File: src/rtl/dbg_run_ctrl.sv
// dbg_run_ctrl
// ------------
// Run controller that sits between the UART receiver and the MIPS datapath.
// Command bytes from the UART select single step, N-step, free run (to HALT
// or to a PC breakpoint) and datapath reset.  The datapath advances only on
// cycles where dp_clk_en is high.  Every step/run ends with a snapshot dump
// requested from the dumper.
//
// Handshakes: rx_rdy and dump_done are one-cycle strobes sampled on posedge
// clk; dump_req is a level that stays high from DUMP entry up to and
// including the cycle in which dump_done is seen (it drops on that edge).
//
// Ports
//   clk        system clock, all logic on posedge
//   reset_n    asynchronous active-low reset
//   rx_rdy     strobe: rx_bus holds a new byte
//   rx_bus     received byte
//   dp_pc      datapath PC (IF stage)
//   dp_halt    datapath retired HALT (level until dp_reset)
//   dump_done  strobe: dumper finished the snapshot
//   dp_clk_en  datapath advances one cycle on each clk where high
//   dp_reset   synchronous reset to the datapath (registered)
//   dump_req   level request to the dumper
//   bp_valid   breakpoint armed (registered)
//   busy       state is neither IDLE nor HALTED (registered)
//   dbg_state  current FSM state, for debug/checkers
//
// Command bytes: 'p' step 1, 'n'+N step N, 'c' run, 'b'+4 bytes (MSB first)
// set breakpoint, 'x' clear breakpoint, 'r' datapath reset.

module dbg_run_ctrl #(
  parameter int PC_W      = 32,  // datapath PC / breakpoint width (<= 32)
  parameter int RESET_CYC = 4    // dp_reset length for 'r' (>= 1)
) (
  input  logic            clk,
  input  logic            reset_n,
  input  logic            rx_rdy,
  input  logic [7:0]      rx_bus,
  input  logic [PC_W-1:0] dp_pc,
  input  logic            dp_halt,
  input  logic            dump_done,
  output logic            dp_clk_en,
  output logic            dp_reset,
  output logic            dump_req,
  output logic            bp_valid,
  output logic            busy,
  output logic [2:0]      dbg_state
);

  localparam logic [7:0] CMD_STEP1 = 8'h70;  // 'p'
  localparam logic [7:0] CMD_STEPN = 8'h6E;  // 'n'
  localparam logic [7:0] CMD_RUN   = 8'h63;  // 'c'
  localparam logic [7:0] CMD_BP    = 8'h62;  // 'b'
  localparam logic [7:0] CMD_CLRBP = 8'h78;  // 'x'
  localparam logic [7:0] CMD_RST   = 8'h72;  // 'r'

  localparam int RC_W = (RESET_CYC > 1) ? $clog2(RESET_CYC) : 1;

  typedef enum logic [2:0] {
    S_IDLE   = 3'd0,
    S_ARG    = 3'd1,
    S_STEP   = 3'd2,
    S_RUN    = 3'd3,
    S_RST    = 3'd4,
    S_DUMP   = 3'd5,
    S_HALTED = 3'd6
  } state_t;

  state_t            state;
  state_t            state_next;
  logic [7:0]        cnt;        // remaining step count
  logic [PC_W-1:0]   bp_addr;
  logic [23:0]       arg_shift;  // first three breakpoint bytes
  logic [1:0]        byte_idx;   // breakpoint bytes received so far
  logic              arg_is_bp;  // ARG collects 'b' (1) or 'n' (0) argument
  logic              first;      // high only on the first RUN cycle
  logic [RC_W-1:0]   rst_cnt;    // dp_reset cycles left after the current one
  logic              run_stop;
  logic [31:0]       bp_word;

  // Fourth breakpoint byte arrives on rx_bus; assemble the full word here.
  assign bp_word   = {arg_shift, rx_bus};

  // The breakpoint compare is masked on the first RUN cycle so that 'c'
  // can leave a PC that already sits on the breakpoint.
  assign run_stop  = dp_halt | (bp_valid & (dp_pc == bp_addr) & ~first);

  assign dbg_state = state;

  // Next state and Moore/combinational outputs.
  always_comb begin
    state_next = state;
    dp_clk_en  = 1'b0;
    dump_req   = 1'b0;
    case (state)
      S_IDLE: begin
        if (rx_rdy) begin
          case (rx_bus)
            CMD_STEP1:        state_next = S_STEP;
            CMD_STEPN, CMD_BP: state_next = S_ARG;
            CMD_RUN:          state_next = S_RUN;
            CMD_RST:          state_next = S_RST;
            default:          state_next = S_IDLE;
          endcase
        end
      end
      S_ARG: begin
        if (rx_rdy) begin
          if (arg_is_bp) begin
            if (byte_idx == 2'd3) state_next = S_IDLE;
          end else begin
            state_next = (rx_bus == 8'd0) ? S_DUMP : S_STEP;
          end
        end
      end
      S_STEP: begin
        // A halted datapath must not see another enable.
        if (dp_halt) begin
          state_next = S_DUMP;
        end else begin
          dp_clk_en = 1'b1;
          if (cnt <= 8'd1) state_next = S_DUMP;
        end
      end
      S_RUN: begin
        dp_clk_en = ~run_stop;
        if (run_stop) state_next = S_DUMP;
      end
      S_DUMP: begin
        dump_req = 1'b1;
        if (dump_done) state_next = dp_halt ? S_HALTED : S_IDLE;
      end
      S_HALTED: begin
        if (rx_rdy && (rx_bus == CMD_RST)) state_next = S_RST;
      end
      S_RST: begin
        if (rst_cnt == '0) state_next = S_IDLE;
      end
      default: state_next = S_IDLE;
    endcase
  end

  // State register and datapath registers.
  always_ff @(posedge clk or negedge reset_n) begin
    if (!reset_n) begin
      state     <= S_IDLE;
      busy      <= 1'b0;
      dp_reset  <= 1'b0;
      bp_valid  <= 1'b0;
      bp_addr   <= '0;
      cnt       <= 8'd0;
      arg_shift <= 24'd0;
      byte_idx  <= 2'd0;
      arg_is_bp <= 1'b0;
      first     <= 1'b0;
      rst_cnt   <= '0;
    end else begin
      state    <= state_next;
      busy     <= (state_next != S_IDLE) && (state_next != S_HALTED);
      dp_reset <= (state_next == S_RST);
      first    <= (state_next == S_RUN) && (state != S_RUN);

      if ((state_next == S_RST) && (state != S_RST)) begin
        rst_cnt <= RC_W'(RESET_CYC - 1);
      end else if ((state == S_RST) && (rst_cnt != '0)) begin
        rst_cnt <= rst_cnt - RC_W'(1);
      end

      case (state)
        S_IDLE: begin
          if (rx_rdy) begin
            case (rx_bus)
              CMD_STEP1: cnt <= 8'd1;
              CMD_STEPN: begin
                arg_is_bp <= 1'b0;
                byte_idx  <= 2'd0;
              end
              CMD_BP: begin
                arg_is_bp <= 1'b1;
                byte_idx  <= 2'd0;
              end
              CMD_CLRBP: bp_valid <= 1'b0;
              default: ;
            endcase
          end
        end
        S_ARG: begin
          if (rx_rdy) begin
            if (arg_is_bp) begin
              arg_shift <= {arg_shift[15:0], rx_bus};
              byte_idx  <= byte_idx + 2'd1;
              if (byte_idx == 2'd3) begin
                bp_addr  <= bp_word[PC_W-1:0];
                bp_valid <= 1'b1;
              end
            end else begin
              cnt <= rx_bus;
            end
          end
        end
        S_STEP: begin
          // Saturating decrement: the counter never wraps below zero.
          if (dp_clk_en && (cnt != 8'd0)) cnt <= cnt - 8'd1;
        end
        default: ;
      endcase
    end
  end

endmodule

File: config.mk
export PLATFORM = sky130hd
export DESIGN_NAME = dbg_run_ctrl
export DESIGN_NICKNAME = d
export VERILOG_FILES = /design/src/rtl/dbg_run_ctrl.sv
export SDC_FILE = /design/constraint.sdc
export NUM_CORES = 1
export LEC_CHECK = 0
export BUFFER_PORTS_ARGS = -buffer_cell sky130_fd_sc_hd__buf_4
export CAP_MARGIN = 20
export CORE_MARGIN = 4
export CORE_UTILIZATION = 57
export DETAILED_ROUTE_END_ITERATION = 8
export PLACE_DENSITY = 0.79
export SYNTH_ARGS = -nofsm -noshare
export SYNTH_HDL_FRONTEND = slang
export SYNTH_SLANG_ARGS = --single-unit
File: constraint.sdc
create_clock -name clk -period 2.4 [get_ports clk]
set_input_delay 0.24 -clock clk [delete_from_list [all_inputs] [get_ports clk]]
set_output_delay 0.24 -clock clk [all_outputs]
set_load 0.03 [all_outputs]
After elaboration in Yosys (flattened, before gate mapping)
Cells that the tools add are included.

Register bits after elaboration: 76. Input port bits: 45.

$add $sub $neg: 3. Magnitude comparators: 1. Equality and inequality tests: 28. Muxes and demuxes: 37. Bitwise logic cells: 5. Reduce and logical (&&, ||, !) cells: 23.

Operators with widths (number): 8-bit by 7-bit equality test with 1-bit output, second input constant (6); 8-bit two-way mux (5); 3-bit two-way mux (12); 32-bit equality test (1); 8-bit case mux with 3 select lines (1); 3-bit case mux with 7 select lines (1); 2-bit != test, second input constant (7); 3-bit equality test, second input constant (4); 2-bit two-way mux (6); 3-bit case mux with 4 select lines (1); 6-bit AND reduction (2); 3-bit by 2-bit equality test with 1-bit output, second input constant (3); 8-bit by 1-bit <= comparator with 1-bit output, second input constant (1); 8-bit zero test (1); 2-bit nonzero test (4); 8-bit nonzero test (1); 8-bit by 1-bit subtractor with 8-bit output, second input constant (1); 1-bit two-way mux (7); 1-bit logical AND (6); 3-bit != test, second input constant (2); 1-bit case mux with 2 select lines (3); 3-bit AND reduction (2); 3-bit nonzero test (2); 5-bit AND reduction (1); 14 further kinds (17).

Longest topological paths before layout
Gate-level depths: netlist of the first run.

Depth in word-level cells: 9. Gate-level depth with buffers: 9.

Least setup slack after synthesis of the first run
No wires, ideal clock.

Path type: register to output. Start: register state[2], in the netlist dbg_state[2]. End: output port dp_clk_en. Arrival: 1.986 ns. Data required time: 2.160 ns. Setup slack: 0.174 ns. Cell stages (with the launch flop): 6. Path buffers: 3. Cells stage by stage: dfrtp_1 -> buf_2 -> clkbuf_1 -> or2_1 -> clkbuf_1 -> o21ai_0.

Longest elaborated chain between the ends: 2.

RTL lines: start: declaration (line 69) `state_t state;`; start signal: assignment (line 158) `state <= state_next;`; 3-bit by 2-bit equality test with 1-bit output (line 95) `case (state)`; 1-bit case mux with 2 select lines * (line 95); end: declaration (line 42) `output logic dp_clk_en,`.

Mark *: on every way between the ends. The rest lies on a longest branch, timed or not.

Final worst setup path of the first run
Start: register bp_addr[7]. End: output port dp_clk_en.

Longest elaborated chain between the ends: 6.

RTL lines: start: declaration (line 72) `logic [PC_W-1:0] bp_addr;`; start signal: assignment (line 193) `bp_addr <= bp_word[PC_W-1:0];`; 32-bit equality test (line 86) `assign run_stop = dp_halt | (bp_valid & (dp_pc == bp_addr) & ~first);`; 1-bit bitwise AND (2 in a row) (line 86); 1-bit OR (line 86); 1-bit inverter (line 126) `dp_clk_en = ~run_stop;`; 1-bit case mux with 2 select lines (line 95).

Every way passes these cells.

==> flow_summary.ini, run 1 <==
[critical_path]
arrival_ns = 2.12
critPathKind = flop to output port
cp_max_fo = 2
cp-start-kind = flop
cp_cell_sequence = xnor2_2, nand4_1, nor4_2, a41o_2, or3_4, o21ai_1, buf_4
crit_slowest_cell = dfrtp_1
crit_path_end_kind = output port
cp_slowest_stage_delay_ns = 0.43
required_ns = 2.16

[floorplanning]
die_w_um = 89.96
start_util = 0.5961
fp.coreArea_um2 = 6422
die_h_um = 89.96
dieArea_um2 = 8092
fp-row-count = 29
ioPinCount = 53

[final_layout]
fill_cells = 463
final_nets = 438
fin_util = 0.7119
layout-drive-gt1-share = 0.2792
areaGrowthSynthToFinish_pct = 19.41
layout_common_cells = dfrtp_1 (76), buf_4 (59), mux2_1 (35)
final_common_cell = dfrtp_1
insertedDiodeCount = 0

[place]
dp_hpwl_um = 5834
preCtsSetupSlack_ns = 0.02545
place.gp.congestion = 0.8681
port_buffers = 52

[timing]
finalClockSkew_ns = 0.01038
slew_headroom = 0.3806
fin_ws_ns = 0.04172
setup_viol = 0
final.setup.tns_ns = 0
period_needed_ns = 2.358
tightest_slew_ns = 0.9290
fmax_mhz = 424.0
slew_viol_final = 0
post-route-period-util = 0.9826
hold_violations = 0

[global_routing]
track_usage = 0.2124
grt_max_degree = 77
grt_pass1_vias = 2809
grt_pass1_wl_um = 13740
antenna_found_initial = 0
grt_overflow = 0

[synthesis]
syn_avg_cell_area_um2 = 11.53
synth_area_leaders = dfrtp_1 (50%), mux2_1 (10%), xnor2_1 (6.6%), mux2_2 (5.3%), nor2_1 (2.0%)
netlist-cell-type-count = 55
netlist_area_um2 = 3829
synth_xor_area_frac = 0.07549
synth_mux_area_frac = 0.1611
yosys.area_share.adder = 0.01307
synth_top_cell_by_area = dfrtp_1
synth-edff-count = 0
ys_async_sr_fraction = 1.000
synth-main-ff-cell = dfrtp_1
synth_top_family_by_area = multiplexers
netlist_instances = 332
synth_compound_area_frac = 0.09314
yosysSeqAreaShare = 0.4967
synth-simple-area-share = 0.1320
synth_seq_cells = 76
synth_top_area_frac = 0.4967
synth_fp_nets = 381
ys.warnings.count = 0

[routing]
dr.first_iter.drc_count = 194
vias = 2732
viasPerCell = 5.800
drt_wl_total_um = 8319
drc_errors = 0
ant_nets = 0
drt_first_pass_iters = 4
wl_per_cell_um = 17.66

[cts]
cts_max_path_buffers = 2
numCtsBuffers = 9
root_buffer = clkbuf_8
hold_buffers = 0
clk_pin_slew_ns = 0.08
insertion_delay_ns = 0.35
cts.sinks = 76
htreeDepth = 3
cts_tree = done

[power_and_ir_drop]
peakVddDrop_uv = 574.5
p_per_area_nw_per_um2 = 852.2
p_leak_nw = 2.223

[run]
cap_violations = 0

[min_path]
hold_class = input port to asynchronous set/reset pin

[outcome]
status = complete, no violations
-- cell families (layout without fill, tap and decap cells) --
logic type	Yosys count	count (layout)
compound gates	50	50
xor+xnor	33	33
fa+ha+maj	4	4
buf+inv	24	86
flops	76	76
mux	55	55
simple gates	90	90
-- timing repair --
action,4_1_cts,5_1_grt
gates resized for setup,1,7
pin swaps,2,8
buffers inserted,1,1
setup endpoints to repair,1,3
-- final cells by class --
class | count | area, µm² | share of cell area
clock buffers | 10 | 127.6 | 0.02791
clock inverters | 6 | 65.06 | 0.01423
inverters | 9 | 33.78 | 0.007389
multi-input cells | 232 | 1864 | 0.4078
flip-flops and latches | 76 | 1902 | 0.4160
well taps | 77 | 96.34 | 0.02107
repair buffers | 61 | 483.0 | 0.1056
-- registers in the layout (all words and copies together) (netlist names) --
register / count
bp_valid: 1
arg_shift: 24
dbg_state: 3
cnt: 8
byte_idx: 2
arg_is_bp: 1
rst_cnt: 2
busy: 1
dp_reset: 1
bp_addr: 32
first: 1
-- final timing paths --
kind / from / to / slack (ns) / cells past startpoint
worst max register to register: cnt[0] / rst_cnt[0] / 0.07 / 9
worst max-delay path: bp_addr[7] / dp_clk_en / 0.04 / 7
min in group clk: rx_bus[6] / bp_addr[6] / 0.19 / 2
max in group asynchronous: reset_n / cnt[5] / 1.78 / 1
worst min register to register: arg_shift[16] / bp_addr[24] / 0.49 / 1
worst min-delay path: reset_n / bp_addr[16] / 0.03 / 1
-- power breakdown --
part,internal [W],switching (W),leakage [nW],total [W]
Clock,0.000480,0.000476,0.0962,0.000956
Combinational,0.000590,0.000795,1.08,0.00138
Sequential,0.00141,0.000146,1.05,0.00156
-- metal layers --
layer  share of wire  global-route usage  up-vias  wire, µm
li1                -                   -     1301         -
met1            0.44              0.2897     1345      3666
met2            0.49              0.3333       70      4072
met3           0.049             0.04257       16       409
met4           0.021             0.08929        0       171
met5               0                   0        -         0
-- worst max-delay path, delay by kind of cell (launching register included) --
family | cells | cell delay (ns)
compound gates | 2 | 0.34
xor+xnor | 1 | 0.20
buf+inv | 1 | 0.17
simple gates | 3 | 0.63
flops | 1 | 0.43
-- cells in the mapped netlist (all sizes together) (3+ instances only) --
master,n
mux2,53
ha,4
o21ai,22
nand2b,3
a31oi,3
nand2,19
xnor2,29
clkbuf,11
and3,4
a32oi,3
nor2,20
inv,9
xor2,4
nor3,4
buf,4
nor4,4
nor4b,3
dfrtp,76
a21oi,4
nand3,8
nand4,11
nor2b,4
-- metrics by stage --
step	hold WS, ns	power [W]	cells	cell area, µm²
4_1_cts	0.05424	0.003865	470	4524
3_3_place_gp	0.4383	0.002876	453	4318
2_1_floorplan	-0.05559	0.002519	332	3829
6_report	0.03061	0.003896	471	4572
5_1_grt	0.1052	0.004118	471	4572
3_5_place_dp	0.4422	0.002910	453	4318
No activity file was read; power rests on OpenSTA's default activity.
==> run 2: changes to the inputs <==
--- a/config.mk
+++ b/config.mk
@@ -5,11 +5,13 @@
 export SDC_FILE = /design/constraint.sdc
 export NUM_CORES = 1
 export LEC_CHECK = 0
+export ABC_CLOCK_PERIOD_IN_PS = 2400
 export BUFFER_PORTS_ARGS = -buffer_cell sky130_fd_sc_hd__buf_4
 export CAP_MARGIN = 20
 export CORE_MARGIN = 4
 export CORE_UTILIZATION = 57
 export DETAILED_ROUTE_END_ITERATION = 8
+export GPL_TIMING_DRIVEN = 0
 export PLACE_DENSITY = 0.79
 export SYNTH_ARGS = -nofsm -noshare
 export SYNTH_HDL_FRONTEND = slang
==> run 2 against run 1 <==
Die area stayed put. Critical endpoint unchanged. Final cell count is 1.9% higher. Count of clock-buffer cells in the layout is 1 lower. Routed wire length is 6.7% higher.
==> flow_summary.ini, run 2 (synthesis results as in run 1) <==
[final_layout]
layout_common_cells = dfrtp_1 (76), buf_4 (56), mux2_1 (35)
final_nets = 448
instances_no_fill = 480
areaGrowthSynthToFinish_pct = 20.56
fill_cells = 449
top_regs = bp_addr (32), arg_shift (24), cnt (8)
final_common_cell = dfrtp_1
largest_reg_flops = 32
top_register = bp_addr
layout-drive-gt1-share = 0.2730
insertedDiodeCount = 0
final_area_um2 = 4616

[cts]
clk_pin_slew_ns = 0.08
insertion_delay_ns = 0.35
numCtsBuffers = 9
root_buffer = clkbuf_8
cts_tree = done
cts.sinks = 76
htreeDepth = 3
cts_max_path_buffers = 2
hold_buffers = 0

[global_routing]
track_usage = 0.2278
grt_max_degree = 77
met3_usage = 0.05593
gr-usage-met1 = 0.3084
use_met2 = 0.3634
grt_pass1_wl_um = 14570
grt_overflow = 0
antenna_found_initial = 0
grt.busiest_layer = met2
grt_pass1_vias = 2917

[critical_path]
required_ns = 2.16
critPathKind = flop to output port
cp-start-kind = flop
cp_cell_sequence = xnor2_1, nand4_1, nor4_4, a41o_2, or3_4, o21ai_0, buf_4
crit_slowest_cell = dfrtp_1
arrival_ns = 2.13
crit_path_end_kind = output port
cp_slowest_stage_delay_ns = 0.39
cp_max_fo = 2

[routing]
ant_nets = 0
vias = 2868
dr.first_iter.drc_count = 202
drt_wl_total_um = 8879
drt_first_pass_iters = 5
drc_errors = 0
viasPerCell = 5.975
wl_per_cell_um = 18.50

[power_and_ir_drop]
swShare = 0.3614
p_int_w = 0.002613
power.switching_w = 0.001479
comb_power_share = 0.364
p_per_area_nw_per_um2 = 886.4
peakVddDrop_uv = 602.6
total_power_w = 0.004092
p_seq_frac = 0.374
clock_power_share = 0.262
p_leak_nw = 2.248

[timing]
tightest_slew_ns = 0.9567
finalClockSkew_ns = 0.01325
slew_headroom = 0.3622
fin_ws_ns = 0.03236
hold_violations = 0
fmax_mhz = 422.4
rsz0062_at_grt = true
worst_hold_slack_ns = 0.02626
setup_viol = 0
post-route-period-util = 0.9865
period_needed_ns = 2.368
slew_viol_final = 0

[floorplanning]
ioPinCount = 53
start_util = 0.5961
die_w_um = 89.96
fp-row-count = 29
die_h_um = 89.96
dieArea_um2 = 8092
fp.coreArea_um2 = 6422

[place]
placedCellCount = 458
dp_hpwl_um = 6193
place_area_um2 = 4293
preCtsSetupSlack_ns = 0.001894
port_buffers = 49
place.gp.congestion = 0.9397

[min_path]
hold_class = input port to asynchronous set/reset pin

[outcome]
status = complete, no violations

[run]
cap_violations = 0
## run 2: final cells by class
| class | instances | area [µm²] | share of cell area |
|---|---|---|---|
| clock buffers | 9 | 123.9 | 0.02684 |
| multi-input cells | 232 | 1873 | 0.4058 |
| plain buffers | 15 | 76.32 | 0.01654 |
| clock inverters | 6 | 90.09 | 0.01952 |
| inverters | 9 | 33.78 | 0.007319 |
| well taps | 77 | 96.34 | 0.02087 |
| flip-flops and latches | 76 | 1902 | 0.4120 |
| repair buffers | 56 | 420.4 | 0.09108 |
## run 2: timing repair
action,CTS,global route
setup buffers,1,6
pin swaps,7,2
gates resized for setup,4,8
endpoints found under the hold margin,0,0
endpoints found under the setup margin,2,32
## run 2: worst max-delay path, delay by kind of cell (launching register included)
family / cells / cell delay, ns
compound gates: 2 / 0.33
simple gates: 3 / 0.71
xor+xnor: 1 / 0.16
flops: 1 / 0.39
buf+inv: 1 / 0.18
## run 2: stage by stage
stage / setup TNS, ns / utilization
floorplan: 0 / -
global placement: 0 / 0.6684
detailed placement: 0 / 0.6684
CTS: 0 / 0.7070
global route: -0.09119 / 0.7187
finish: 0 / 0.7187
## run 2: power by group through the flow
stage          sequential (W)  combinational, W  clock, W
2_1_floorplan         0.00161          0.000909         0
3_3_place_gp          0.00154           0.00132         0
3_5_place_dp          0.00155           0.00135         0
4_1_cts               0.00153           0.00137   0.00107
5_1_grt               0.00155           0.00162   0.00114
6_report              0.00153           0.00149   0.00107
## run 2: worst paths after layout
path / from / to / depth (start not counted) / slack [ns]
max: bp_addr[9] / dp_clk_en / 7 / 0.03
min: reset_n / bp_addr[24] / 1 / 0.03
max reg2reg: cnt[0] / rst_cnt[0] / 9 / 0.09
min reg2reg: arg_shift[20] / bp_addr[28] / 1 / 0.49
max in group asynchronous: reset_n / arg_is_bp / 1 / 1.74
min in group clk: rx_bus[6] / arg_shift[6] / 2 / 0.20
## run 2: layer usage
metal | vias to the layer above | routed length, µm
met1 | 1436 | 3957
met4 | 0 | 140
met2 | 95 | 4232
met3 | 15 | 549
met5 | - | 0
li1 | 1322 | -
